===== config.mk =====
export PLATFORM = sky130hd
export DESIGN_NAME = uart_rx
export DESIGN_NICKNAME = d
export VERILOG_FILES = /design/src/rtl/uart_rx.sv
export SDC_FILE = /design/constraint.sdc
export NUM_CORES = 1
export LEC_CHECK = 0
export CORE_MARGIN = 4
export CORE_UTILIZATION = 52
export DETAILED_ROUTE_END_ITERATION = 6
export HOLD_SLACK_MARGIN = 0.06
export MAX_ROUTING_LAYER = met4
export PLACE_DENSITY = 0.74
export SLEW_MARGIN = 20
export SYNTH_ARGS = -nofsm -noshare
export SYNTH_HDL_FRONTEND = slang
export SYNTH_SLANG_ARGS = --single-unit

===== constraint.sdc =====
create_clock -name iClk -period 1.66 [get_ports iClk]
set_input_delay 0.332 -clock iClk [delete_from_list [all_inputs] [get_ports iClk]]
set_output_delay 0.332 -clock iClk [all_outputs]
set_load 0.005 [all_outputs]

===== src/rtl/uart_rx.sv =====
// uart_rx: 16x-oversampled UART receiver (start, LSB-first data, optional parity, stop bits).
// Latency: oValid_rx pulses one clock after the mid-point sample of the last stop bit.
// Backpressure: none; oValid_rx is a one-cycle strobe and the word/flags hold until the next frame.
module uart_rx #(
  parameter int CLK_FREQ    = 50_000_000,
  parameter int BAUD_RATE   = 9600,
  parameter int BIT_LENGHT  = 8,
  parameter int PARITY_TYPE = 0,
  parameter int STOP_BITS   = 1
) (
  input  logic                  iClk,
  input  logic                  iRst,
  input  logic                  iRx,
  output logic [BIT_LENGHT-1:0] oData_rx,
  output logic                  oValid_rx,
  output logic                  oBusy_rx,
  output logic                  oParity_err,
  output logic                  oFrame_err
);

  localparam int DIV   = CLK_FREQ / (BAUD_RATE * 16);
  localparam int DIV_W = (DIV > 1) ? $clog2(DIV) : 1;
  localparam logic [DIV_W-1:0] DIV_LAST  = DIV_W'(DIV - 1);
  localparam logic [3:0]       BIT_LAST  = 4'(BIT_LENGHT - 1);
  localparam logic [1:0]       STOP_LAST = 2'(STOP_BITS - 1);

  localparam logic [2:0] IDLE   = 3'd0;
  localparam logic [2:0] START  = 3'd1;
  localparam logic [2:0] DATA   = 3'd2;
  localparam logic [2:0] PARITY = 3'd3;
  localparam logic [2:0] STOP   = 3'd4;

  logic                  rxMeta, rxS, rxPrev;
  logic [DIV_W-1:0]      divCnt;
  logic [3:0]            sampleCnt;
  logic [3:0]            bitCnt;
  logic [1:0]            stopCnt;
  logic [2:0]            state;
  logic [BIT_LENGHT-1:0] shiftReg;
  logic                  perr, ferr, doneP;
  logic                  osTick, startDet, sampleNow, expPar;

  assign osTick   = (divCnt == DIV_LAST);
  // Falling edge only: a line stuck low after a break cannot re-trigger until it has been seen high.
  assign startDet = (state == IDLE) && rxPrev && !rxS;
  // First sample lands mid start bit; later samples sit exactly one bit period apart.
  assign sampleNow = osTick && (sampleCnt == ((state == START) ? 4'd7 : 4'd15));
  assign expPar    = (PARITY_TYPE == 1) ? ~^shiftReg : ^shiftReg;

  // Two-flop synchroniser plus previous-value flop for start-edge detection; idles high.
  always_ff @(posedge iClk or negedge iRst) begin
    if (!iRst) begin
      rxMeta <= 1'b1;
      rxS    <= 1'b1;
      rxPrev <= 1'b1;
    end else begin
      rxMeta <= iRx;
      rxS    <= rxMeta;
      rxPrev <= rxS;
    end
  end

  // Oversampling divider, restarted on the start edge so ticks are phase-aligned to the frame.
  always_ff @(posedge iClk or negedge iRst) begin
    if (!iRst) begin
      divCnt <= '0;
    end else if (startDet || osTick) begin
      divCnt <= '0;
    end else begin
      divCnt <= divCnt + 1'b1;
    end
  end

  // Tick counter: restarts after the mid start-bit sample so every later sample is at a 15->0 wrap.
  always_ff @(posedge iClk or negedge iRst) begin
    if (!iRst) begin
      sampleCnt <= '0;
    end else if (startDet) begin
      sampleCnt <= '0;
    end else if (osTick) begin
      if (state == START && sampleCnt == 4'd7) begin
        sampleCnt <= '0;
      end else begin
        sampleCnt <= sampleCnt + 4'd1;
      end
    end
  end

  // Frame FSM: walks start, data, parity and stop bits, accumulating word and error flags.
  always_ff @(posedge iClk or negedge iRst) begin
    if (!iRst) begin
      state    <= IDLE;
      bitCnt   <= '0;
      stopCnt  <= '0;
      shiftReg <= '0;
      perr     <= 1'b0;
      ferr     <= 1'b0;
      doneP    <= 1'b0;
    end else begin
      doneP <= 1'b0;
      case (state)
        IDLE: begin
          if (startDet) begin
            state   <= START;
            bitCnt  <= '0;
            stopCnt <= '0;
          end
        end
        START: begin
          if (sampleNow) begin
            if (rxS) begin
              state <= IDLE;
            end else begin
              state <= DATA;
              perr  <= 1'b0;
              ferr  <= 1'b0;
            end
          end
        end
        DATA: begin
          if (sampleNow) begin
            shiftReg <= {rxS, shiftReg[BIT_LENGHT-1:1]};
            if (bitCnt == BIT_LAST) begin
              bitCnt <= '0;
              state  <= (PARITY_TYPE != 0) ? PARITY : STOP;
            end else begin
              bitCnt <= bitCnt + 4'd1;
            end
          end
        end
        PARITY: begin
          if (sampleNow) begin
            perr  <= (rxS != expPar);
            state <= STOP;
          end
        end
        STOP: begin
          if (sampleNow) begin
            if (!rxS) begin
              ferr <= 1'b1;
            end
            // Leaving at mid stop bit leaves half a bit to catch a back-to-back start edge.
            if (stopCnt == STOP_LAST) begin
              state <= IDLE;
              doneP <= 1'b1;
            end else begin
              stopCnt <= stopCnt + 2'd1;
            end
          end
        end
        default: state <= IDLE;
      endcase
    end
  end

  // Output registers: publish word and flags with the valid strobe; busy spans edge to completion.
  always_ff @(posedge iClk or negedge iRst) begin
    if (!iRst) begin
      oData_rx    <= '0;
      oValid_rx   <= 1'b0;
      oBusy_rx    <= 1'b0;
      oParity_err <= 1'b0;
      oFrame_err  <= 1'b0;
    end else begin
      oValid_rx <= doneP;
      if (doneP) begin
        oData_rx    <= shiftReg;
        oParity_err <= perr;
        oFrame_err  <= ferr;
      end
      if (startDet) begin
        oBusy_rx <= 1'b1;
      end else if (doneP || (state == START && sampleNow && rxS)) begin
        oBusy_rx <= 1'b0;
      end
    end
  end

endmodule


==> flow_summary.toml, run 1 <==
[layout]
fin_util = 0.742
syn2layout_area_growth_pct = 34.7
fill_cells = 256
drive_above_1_share = 0.394
layout.nets = 256
register_area_sq_um = 1210
multi_input_area_sq_um = 1120
diodes = 0

[run_status]
status = "finished, violations left"
violations = "setup timing"

[yosys]
synth_top_cell_area_share = 0.497
syn_nets = 200
synthCells = 192
synth-edff-count = 0
ys.flop_type = "dfrtp_1"
synthTopCellsByCount = "dfrtp_1, nor2_1, nand2_1"
synthTopCellsByArea = "dfrtp_1, mux2_1, mux2_2"
ys_seq_elements = 48
avgSynthCellArea_sq_um = 11.8
synth_area_leader_cell = "dfrtp_1"
synth_most_common_cell = "dfrtp_1"
yosysUniqueCellTypes = 50
syn_area_sq_um = 2270
yosysSeqAreaShare = 0.532
synthArstFlopShare = 1.00
ys_warn_count = 0

[sta]
rsz0062_at_grt = "yes"
skew_ns = 0.00649
worst_slack_ns = -0.171
relSlewSlack = 0.662
tightest_slew_ns = 0.506
fmax_mhz = 546
post-route-period-util = 1.10
finalHoldViolCount = 0
report.final.slew_viol_count = 0
period_needed_ns = 1.83
finalSetupViolCount = 19

[power]
power_frac_clock = 0.304
powerDensity_nw_per_um2 = 938
vdd_drop_max_mv = 0.638
p_seq_frac = 0.465
switching_share = 0.266
power_leakage_nw = 1.45
p_comb_frac = 0.230
p_sw_mw = 0.760
p_int_mw = 2.10

[hold_path]
hold_depth = 0
hold_class = "reg -> reg"

[global_routing]
met2_usage = 0.347
grt_pass1_vias = 1774
grt_max_degree = 35
use_met1 = 0.242
antenna_found_initial = 0
grtUsageTotal = 0.204
globalRouteMet3Util = 0.0473
top_usage_layer = "met2"
grt_overflow = 0
grt_pass1_wl_microns = 8270

[routing]
viasPerCell = 5.53
drt_iter0_markers = 106
ant_nets = 0
first_pass_iters = 4
wl_microns = 4890
vias = 1653
drc_errors = 0
wl_per_cell_microns = 16.4

[floorplanning]
die_height_microns = 74.0
core_area_sq_um = 4120
die_width_microns = 74.0
boundaryPins = 15
rows = 23
initial_core_util = 0.551
die_area_sq_um = 5480

[clocking]
clk_latency_ns = 0.30
root_buffer = "clkbuf_8"
htreeDepth = 2
cts_inserted_buffers = 5
cts_tree = "done"
clockBufferDepth = 2
numClockSinks = 48
cts.clk_slew.worst_paths_ns = 0.09

[setup_path]
required_ns = 1.85
rr_worst_depth = 7
crit_type = "reg -> reg"
critPathMaxFanout = 5
crit_path_end_kind = "flip-flop"
cp-start-kind = "flip-flop"
path_cells = "inv_2 -> ha_4 -> nand4b_1 -> and2b_4 -> nand3_2 -> a211o_1 -> mux2_4"
critPathBufInv = 1
crit_slowest_cell = "dfrtp_1"
cp.arrival_ns = 2.02
cp_slowest_stage_delay_ns = 0.41
path_delay_family = "simple AND/OR/NAND/NOR gates"
critical_path_cell_count = 7

[placed_design]
place.gp.congestion = 0.876
dpl_worst_slack_ns = -0.245
dp_hpwl_microns = 3300
port-buffer-count = 14

[job]
drv_cap = 0
[kinds of logic after synthesis]
logic type                 after synthesis  share of synthesized area
xor gates and xnor gates                16                     0.0712
AOI/OAI and AO/OA                       23                     0.0745
buffers and inverters                   15                     0.0282
muxes                                   21                      0.104
adders and majority gates                5                     0.0276
DFF                                     48                      0.532
and+or+nand+nor                         64                      0.163
[worst paths after layout]
check | start | endpoint | slack (ns)
setup / recovery | divCnt[0] | perr | -0.17
hold / removal | rxMeta | rxS | 0.36
setup reg to reg | divCnt[0] | perr | -0.17
hold reg to reg | rxMeta | rxS | 0.36
max in group asynchronous | iRst | rxMeta | 0.63
min in group asynchronous | iRst | doneP | 0.47
[layout make-up]
| type | count | area share |
|---|---|---|
| clock inverter | 2 | 0.0127 |
| tap | 50 | 0.0205 |
| clock buffer | 6 | 0.0271 |
| multi-input combinational | 129 | 0.368 |
| inverter | 9 | 0.0111 |
| sequential | 48 | 0.395 |
| timing repair buffer | 55 | 0.165 |
[per-stage QoR]
stage,instance area (sq um),cells,power (mW),setup TNS (ns),hold slack (ns)
6_report,3050,299,2.86,-2.04,0.363
5_1_grt,3050,299,2.99,-3.49,0.360
4_1_cts,2980,297,2.81,-1.02,0.363
3_5_place_dp,2710,283,1.85,-2.70,0.259
3_3_place_gp,2710,283,1.81,-0.886,0.254
2_1_floorplan,2280,192,1.57,-0.355,0.0364
[timing repair]
action                                 4_1_cts  5_1_grt
pin swaps                                    6       16
hold buffers                                 1        0
endpoints found under the hold margin       14        0
resized for setup                           27       17
buffers inserted                             5        2
setup endpoints to repair                   20       29
[metal layers]
| metal | up-vias | routed length [microns] |
|---|---|---|
| met1 | 839 | 2120 |
| met5 | - | 0 |
| met3 | 7 | 143 |
| li1 | 775 | - |
| met2 | 32 | 2580 |
| met4 | 0 | 54 |
[layout by cell type, fill, tap and decap left out, types with 3 or more instances in the layout]
| master | count |
|---|---|
| nand3_1 | 5 |
| mux2_2 | 10 |
| xor2_1 | 5 |
| dfrtp_1 | 44 |
| and2_1 | 3 |
| ha_1 | 3 |
| buf_6 | 7 |
| inv_1 | 7 |
| nor2_1 | 15 |
| nor3_1 | 4 |
| clkdlybuf4s50_1 | 13 |
| buf_4 | 30 |
| mux2_4 | 10 |
| xnor2_1 | 9 |
| a21oi_1 | 3 |
| nand2_1 | 10 |
| clkbuf_8 | 6 |
| dfstp_2 | 3 |
| o21ai_1 | 4 |
[registers in the layout, indices dropped and copies added, names as in the netlist]
| signal | count |
|---|---|
| oValid_rx | 1 |
| perr | 1 |
| divCnt | 9 |
| stopCnt | 2 |
| rxS | 1 |
| sampleCnt | 4 |
| rxPrev | 1 |
| doneP | 1 |
| oBusy_rx | 1 |
| rxMeta | 1 |
| state | 3 |
| oParity_err | 1 |
| bitCnt | 4 |
| shiftReg | 8 |
| oFrame_err | 1 |
| ferr | 1 |
| oData_rx | 8 |
[power by group through the flow]
stage	combinational, mW	sequential (mW)	clock (mW)
2_1_floorplan	0.218	1.35	0
3_3_place_gp	0.482	1.33	0
3_5_place_dp	0.509	1.34	0
4_1_cts	0.600	1.32	0.891
5_1_grt	0.719	1.34	0.932
6_report	0.659	1.33	0.870
(Power assumes the default switching activity.)
==> inputs of run 2 (changes only) <==
--- a/config.mk
+++ b/config.mk
@@ -5,12 +5,15 @@
 export SDC_FILE = /design/constraint.sdc
 export NUM_CORES = 1
 export LEC_CHECK = 0
+export ABC_CLOCK_PERIOD_IN_PS = 1660
+export CELL_PAD_IN_SITES_DETAIL_PLACEMENT = 0
+export CELL_PAD_IN_SITES_GLOBAL_PLACEMENT = 1
 export CORE_MARGIN = 4
-export CORE_UTILIZATION = 52
+export CORE_UTILIZATION = 42
 export DETAILED_ROUTE_END_ITERATION = 6
 export HOLD_SLACK_MARGIN = 0.06
 export MAX_ROUTING_LAYER = met4
-export PLACE_DENSITY = 0.74
+export PLACE_DENSITY_LB_ADDON = 0.1
 export SLEW_MARGIN = 20
 export SYNTH_ARGS = -nofsm -noshare
 export SYNTH_HDL_FRONTEND = slang
==> run 2 against run 1 <==
Effect of this change: the flow still finishes with violations (setup timing); non-clock buffer count decreased by 4; global-route usage is 3.8 points lower; sequential cell count stayed put; sequential share of layout area is 0.43 points higher; combinational power fell by 8.5%; clock power is 1% higher; routed wire length fell by 4.4%; critical endpoint unchanged; clock-buffer cell count unchanged; total power fell by 2.1%; utilization shrank 16 points; clock skew is essentially flat; via count shrank 3.4%.
==> flow_summary.toml, run 2 (synthesized netlist as in run 1, its figures left out) <==
[run_status]
status = "finished, violations left"
violations = "setup timing"

[placed_design]
dp_hpwl_microns = 3370
dpl-instance-area_sq_um = 2710
port-buffer-count = 14
place.gp.congestion = 0.840

[clocking]
clk_latency_ns = 0.30
root_buffer = "clkbuf_8"
cts.clk_slew.worst_paths_ns = 0.09
cts_inserted_buffers = 5
clockBufferDepth = 2
htreeDepth = 2
numClockSinks = 48
cts_tree = "done"

[setup_path]
cp.arrival_ns = 1.97
critPathMaxFanout = 5
crit_type = "reg -> reg"
cp-start-kind = "flip-flop"
required_ns = 1.85
rr_worst_depth = 7
crit_path_end_kind = "flip-flop"

[sta]
tightest_slew_ns = 0.525
finalSetupViolCount = 15
worst_slack_ns = -0.128
relSlewSlack = 0.647
fmax_mhz = 559
finalHoldViolCount = 0
report.final.slew_viol_count = 0
rsz0062_at_grt = "yes"
post-route-period-util = 1.08
skew_ns = 0.00617
period_needed_ns = 1.79

[floorplanning]
boundaryPins = 15
die_width_microns = 81.5
die_height_microns = 81.5
die_area_sq_um = 6630
core_area_sq_um = 5170
rows = 26
initial_core_util = 0.438

[global_routing]
grt_max_degree = 33
grt_overflow = 0
antenna_found_initial = 0
grt_pass1_wl_microns = 8090
grtUsageTotal = 0.166
grt_pass1_vias = 1721

[layout]
final_cell_mix = "dfrtp_1, buf_4, nor2_1, clkdlybuf4s50_1"
stdcell_area_sq_um = 3020
top_regs = "divCnt: 9 flops, oData_rx: 8 flops, shiftReg: 8 flops"
fin_util = 0.583
diodes = 0
syn2layout_area_growth_pct = 33.1
layout_commonest_cell = "dfrtp_1"
drive_above_1_share = 0.367
top_register = "divCnt"
largest_reg_flops = 9
layout.nets = 252

[routing]
ant_nets = 0
wl_met2_microns = 2400
drt_iter0_markers = 39
wl_per_cell_microns = 14.8
maxUsedRoutingLayer = "met4"
first_pass_iters = 4
wl_met1_microns = 2070
vias = 1597
drc_errors = 0
viasPerCell = 5.07
dr_wl_met3_microns = 165
wl_microns = 4680

[power]
power_leakage_nw = 1.43
powerDensity_nw_per_um2 = 929
total_power_mw = 2.80
vdd_drop_max_mv = 0.437

[hold_path]
hold_class = "reg -> reg"
hold_depth = 0

[job]
drv_cap = 0
## run 2: changes by cell type in the layout (fill, tap and decap cells not counted), sizes merged
cell / before / now
buf: 41 / 37
## run 2: routing by layer
layer	GRT usage	vias to the layer above
met5	-	-
met4	0.0490	0
met3	0.0406	4
met2	0.272	25
met1	0.203	796
li1	-	772
## run 2: critical path, cell delays in order, from the launching register on
cell	delay, ns
dfrtp_1	0.40
inv_2	0.09
ha_4	0.13
nand4b_1	0.10
and2b_2	0.30
nand3_2	0.10
a211o_1	0.25
mux2_4	0.30
## run 2: report_power, final
group / switching (mW) / internal [mW]
registers: 0.0563 / 1.26
logic: 0.279 / 0.325
clock network: 0.389 / 0.493
total: 0.724 / 2.08
## run 2: final timing paths
path	startpoint	to	slack (ns)
worst min register to register	rxMeta	rxS	0.36
worst max-delay path	divCnt[0]	perr	-0.13
max in group asynchronous	iRst	rxMeta	0.59
min in group asynchronous	iRst	oFrame_err	0.50
worst max register to register	divCnt[0]	perr	-0.13
worst min-delay path	rxMeta	rxS	0.36
## run 2: through the flow
step,TNS (ns),setup WS (ns),hold slack (ns),instances
2_1_floorplan,-0.355,-0.127,0.0364,192
3_3_place_gp,-1.10,-0.141,0.288,302
3_5_place_dp,-2.53,-0.234,0.296,302
4_1_cts,-1.00,-0.143,0.363,314
5_1_grt,-2.93,-0.223,0.368,315
6_report,-1.04,-0.128,0.362,315
## run 2: repair_timing
item / CTS / global route
pin swaps: 5 / 8
hold buffers: 1 / 0
setup endpoints to repair: 21 / 31
resized for setup: 25 / 11
endpoints found under the hold margin: 16 / 0
setup buffers: 3 / 1
## run 2: layout make-up
type | instances | area [sq um]
clock buffer | 6 | 82.6
tap | 70 | 87.6
multi-input combinational | 129 | 1110
fill | 415 | 2160
timing repair buffer | 51 | 454
clock inverter | 2 | 38.8
inverter | 9 | 33.8
sequential | 48 | 1200
==> inputs of run 3 (changes only) <==
--- a/config.mk
+++ b/config.mk
@@ -13,7 +13,7 @@
 export DETAILED_ROUTE_END_ITERATION = 6
 export HOLD_SLACK_MARGIN = 0.06
 export MAX_ROUTING_LAYER = met4
-export PLACE_DENSITY_LB_ADDON = 0.1
+export PLACE_DENSITY = 0.79
 export SLEW_MARGIN = 20
 export SYNTH_ARGS = -nofsm -noshare
 export SYNTH_HDL_FRONTEND = slang
==> run 3 against run 2 <==
Effect of this change: the run still ends with setup timing left; clock power shrank 2.6%; total power shrank 4.3%; clock skew grew 0.0035 ns; routed wire length shrank 6.3%; sequential power is essentially flat; via count shrank 1.1%; hold slack gained 0.0015 ns; critical endpoint unchanged; largest power group unchanged.
==> flow_summary.toml, run 3 (synthesized netlist as in run 1, its figures left out) <==
[run_status]
status = "finished, violations left"
violations = "setup timing"

[setup_path]
path_delay_family = "simple AND/OR/NAND/NOR gates"
crit_type = "reg -> reg"
r2r_end = "perr"
path_cells = "inv_2 -> ha_4 -> nand4b_1 -> and2b_4 -> nand3_4 -> a211o_1 -> mux2_4"
rr_worst_depth = 7
cp_slowest_stage_delay_ns = 0.41
critPathMaxFanout = 5
crit_slowest_cell = "dfrtp_1"
required_ns = 1.85
cp-start-kind = "flip-flop"
critPathBufInv = 1
rrSetupSlack_ns = -0.12
cp.arrival_ns = 1.97
crit_path_end_kind = "flip-flop"
r2r-start = "divCnt[0]"

[clocking]
htreeDepth = 2
numClockSinks = 48
clk_latency_ns = 0.30
cts_inserted_buffers = 5
cts.clk_slew.worst_paths_ns = 0.10
root_buffer = "clkbuf_8"
cts_tree = "done"
clockBufferDepth = 2

[layout]
drive_above_1_share = 0.329
largest_reg_flops = 9
syn2layout_area_growth_pct = 30.4
top_regs = "divCnt: 9 flops, oData_rx: 8 flops, shiftReg: 8 flops"
final_cell_mix = "dfrtp_1, buf_4, nor2_1, clkdlybuf4s50_1"
instances_no_fill = 316
layout_commonest_cell = "dfrtp_1"
top_register = "divCnt"
diodes = 0
layout.nets = 253

[sta]
tightest_slew_ns = 0.500
fmax_mhz = 561
worst_slack_ns = -0.123
report.final.slew_viol_count = 0
rsz0062_at_grt = "yes"
fin_hold_ws_ns = 0.363
relSlewSlack = 0.667
period_needed_ns = 1.78
finalHoldViolCount = 0
finalSetupViolCount = 16
skew_ns = 0.00967
post-route-period-util = 1.07

[job]
drv_cap = 0

[floorplanning]
rows = 26
die_width_microns = 81.5
boundaryPins = 15
initial_core_util = 0.438
die_area_sq_um = 6630
die_height_microns = 81.5
core_area_sq_um = 5170

[routing]
ant_nets = 0
drc_errors = 0
drt_iter0_markers = 122
vias = 1580
first_pass_iters = 4
wl_microns = 4380
wl_per_cell_microns = 13.9
viasPerCell = 5.00

[placed_design]
port-buffer-count = 14
dp.cells = 304
place.gp.congestion = 0.819
dp_hpwl_microns = 3160

[hold_path]
hold_class = "reg -> reg"
hold_depth = 0
hold_path.startpoint = "rxMeta"
hold_end = "rxS"

[global_routing]
grt_overflow = 0
grtUsageTotal = 0.159
grt_pass1_wl_microns = 7910
grt_pass1_vias = 1690
grt_max_degree = 19
antenna_found_initial = 0

[power]
powerDensity_nw_per_um2 = 907
total_power_mw = 2.68
power_leakage_nw = 1.40
vdd_drop_max_mv = 0.556
[run 3: cell count changes in the layout (fill, tap and decap cells not counted), sizes merged]
cell,delta
buf,+1
clkbuf,-1
clkinvlp,+1
clkinv,-1
inv,+1
[run 3: how the worst max path moves through the flow]
stage,startpoint,endpoint,depth (start not counted)
final,divCnt[0],perr,7
after global routing,divCnt[0],stopCnt[1],8
after CTS,divCnt[0],perr,7
after detailed placement,divCnt[1],stopCnt[1],8
after global placement,divCnt[1],stopCnt[1],8
after floorplan,divCnt[0],perr,8
[run 3: metrics by stage]
stage	util	area [sq um]	worst slack, ns	setup TNS, ns
2_1_floorplan	-	2280	-0.127	-0.355
3_3_place_gp	0.527	2730	-0.106	-0.991
3_5_place_dp	0.527	2730	-0.183	-2.05
4_1_cts	0.556	2880	-0.103	-0.520
5_1_grt	0.571	2950	-0.214	-3.07
6_report	0.571	2950	-0.123	-1.01
[run 3: cell type report]
type                    count  area, sq um
clock buffers               5         68.8
repair buffers             52          458
clock inverters             3         46.3
inverters                   9         33.8
flip-flops and latches     48         1200
multi-input cells         129         1050
well taps                  70         87.6
fillers                   423         2220
[run 3: routing by layer]
| layer | track usage | up-vias | wire length, microns |
|---|---|---|---|
| met5 | - | - | 0 |
| met4 | 0.0456 | 0 | 40 |
| met3 | 0.0340 | 4 | 116 |
| met2 | 0.238 | 17 | 2030 |
| met1 | 0.220 | 775 | 2190 |
| li1 | - | 784 | - |
[run 3: power by group]
part | leakage (nW) | switching (mW) | total, mW | internal, mW
registers | 0.642 | 0.0610 | 1.32 | 1.26
clock network | 0.0548 | 0.405 | 0.859 | 0.454
logic | 0.705 | 0.244 | 0.501 | 0.257
[run 3: repair_timing]
item / CTS / global route
endpoints found under the hold margin: 15 / 0
setup buffers: 1 / 3
endpoints found under the setup margin: 21 / 30
gates resized for setup: 6 / 18
pin swaps: 1 / 10
gates cloned: 0 / 0
hold buffers: 1 / 0
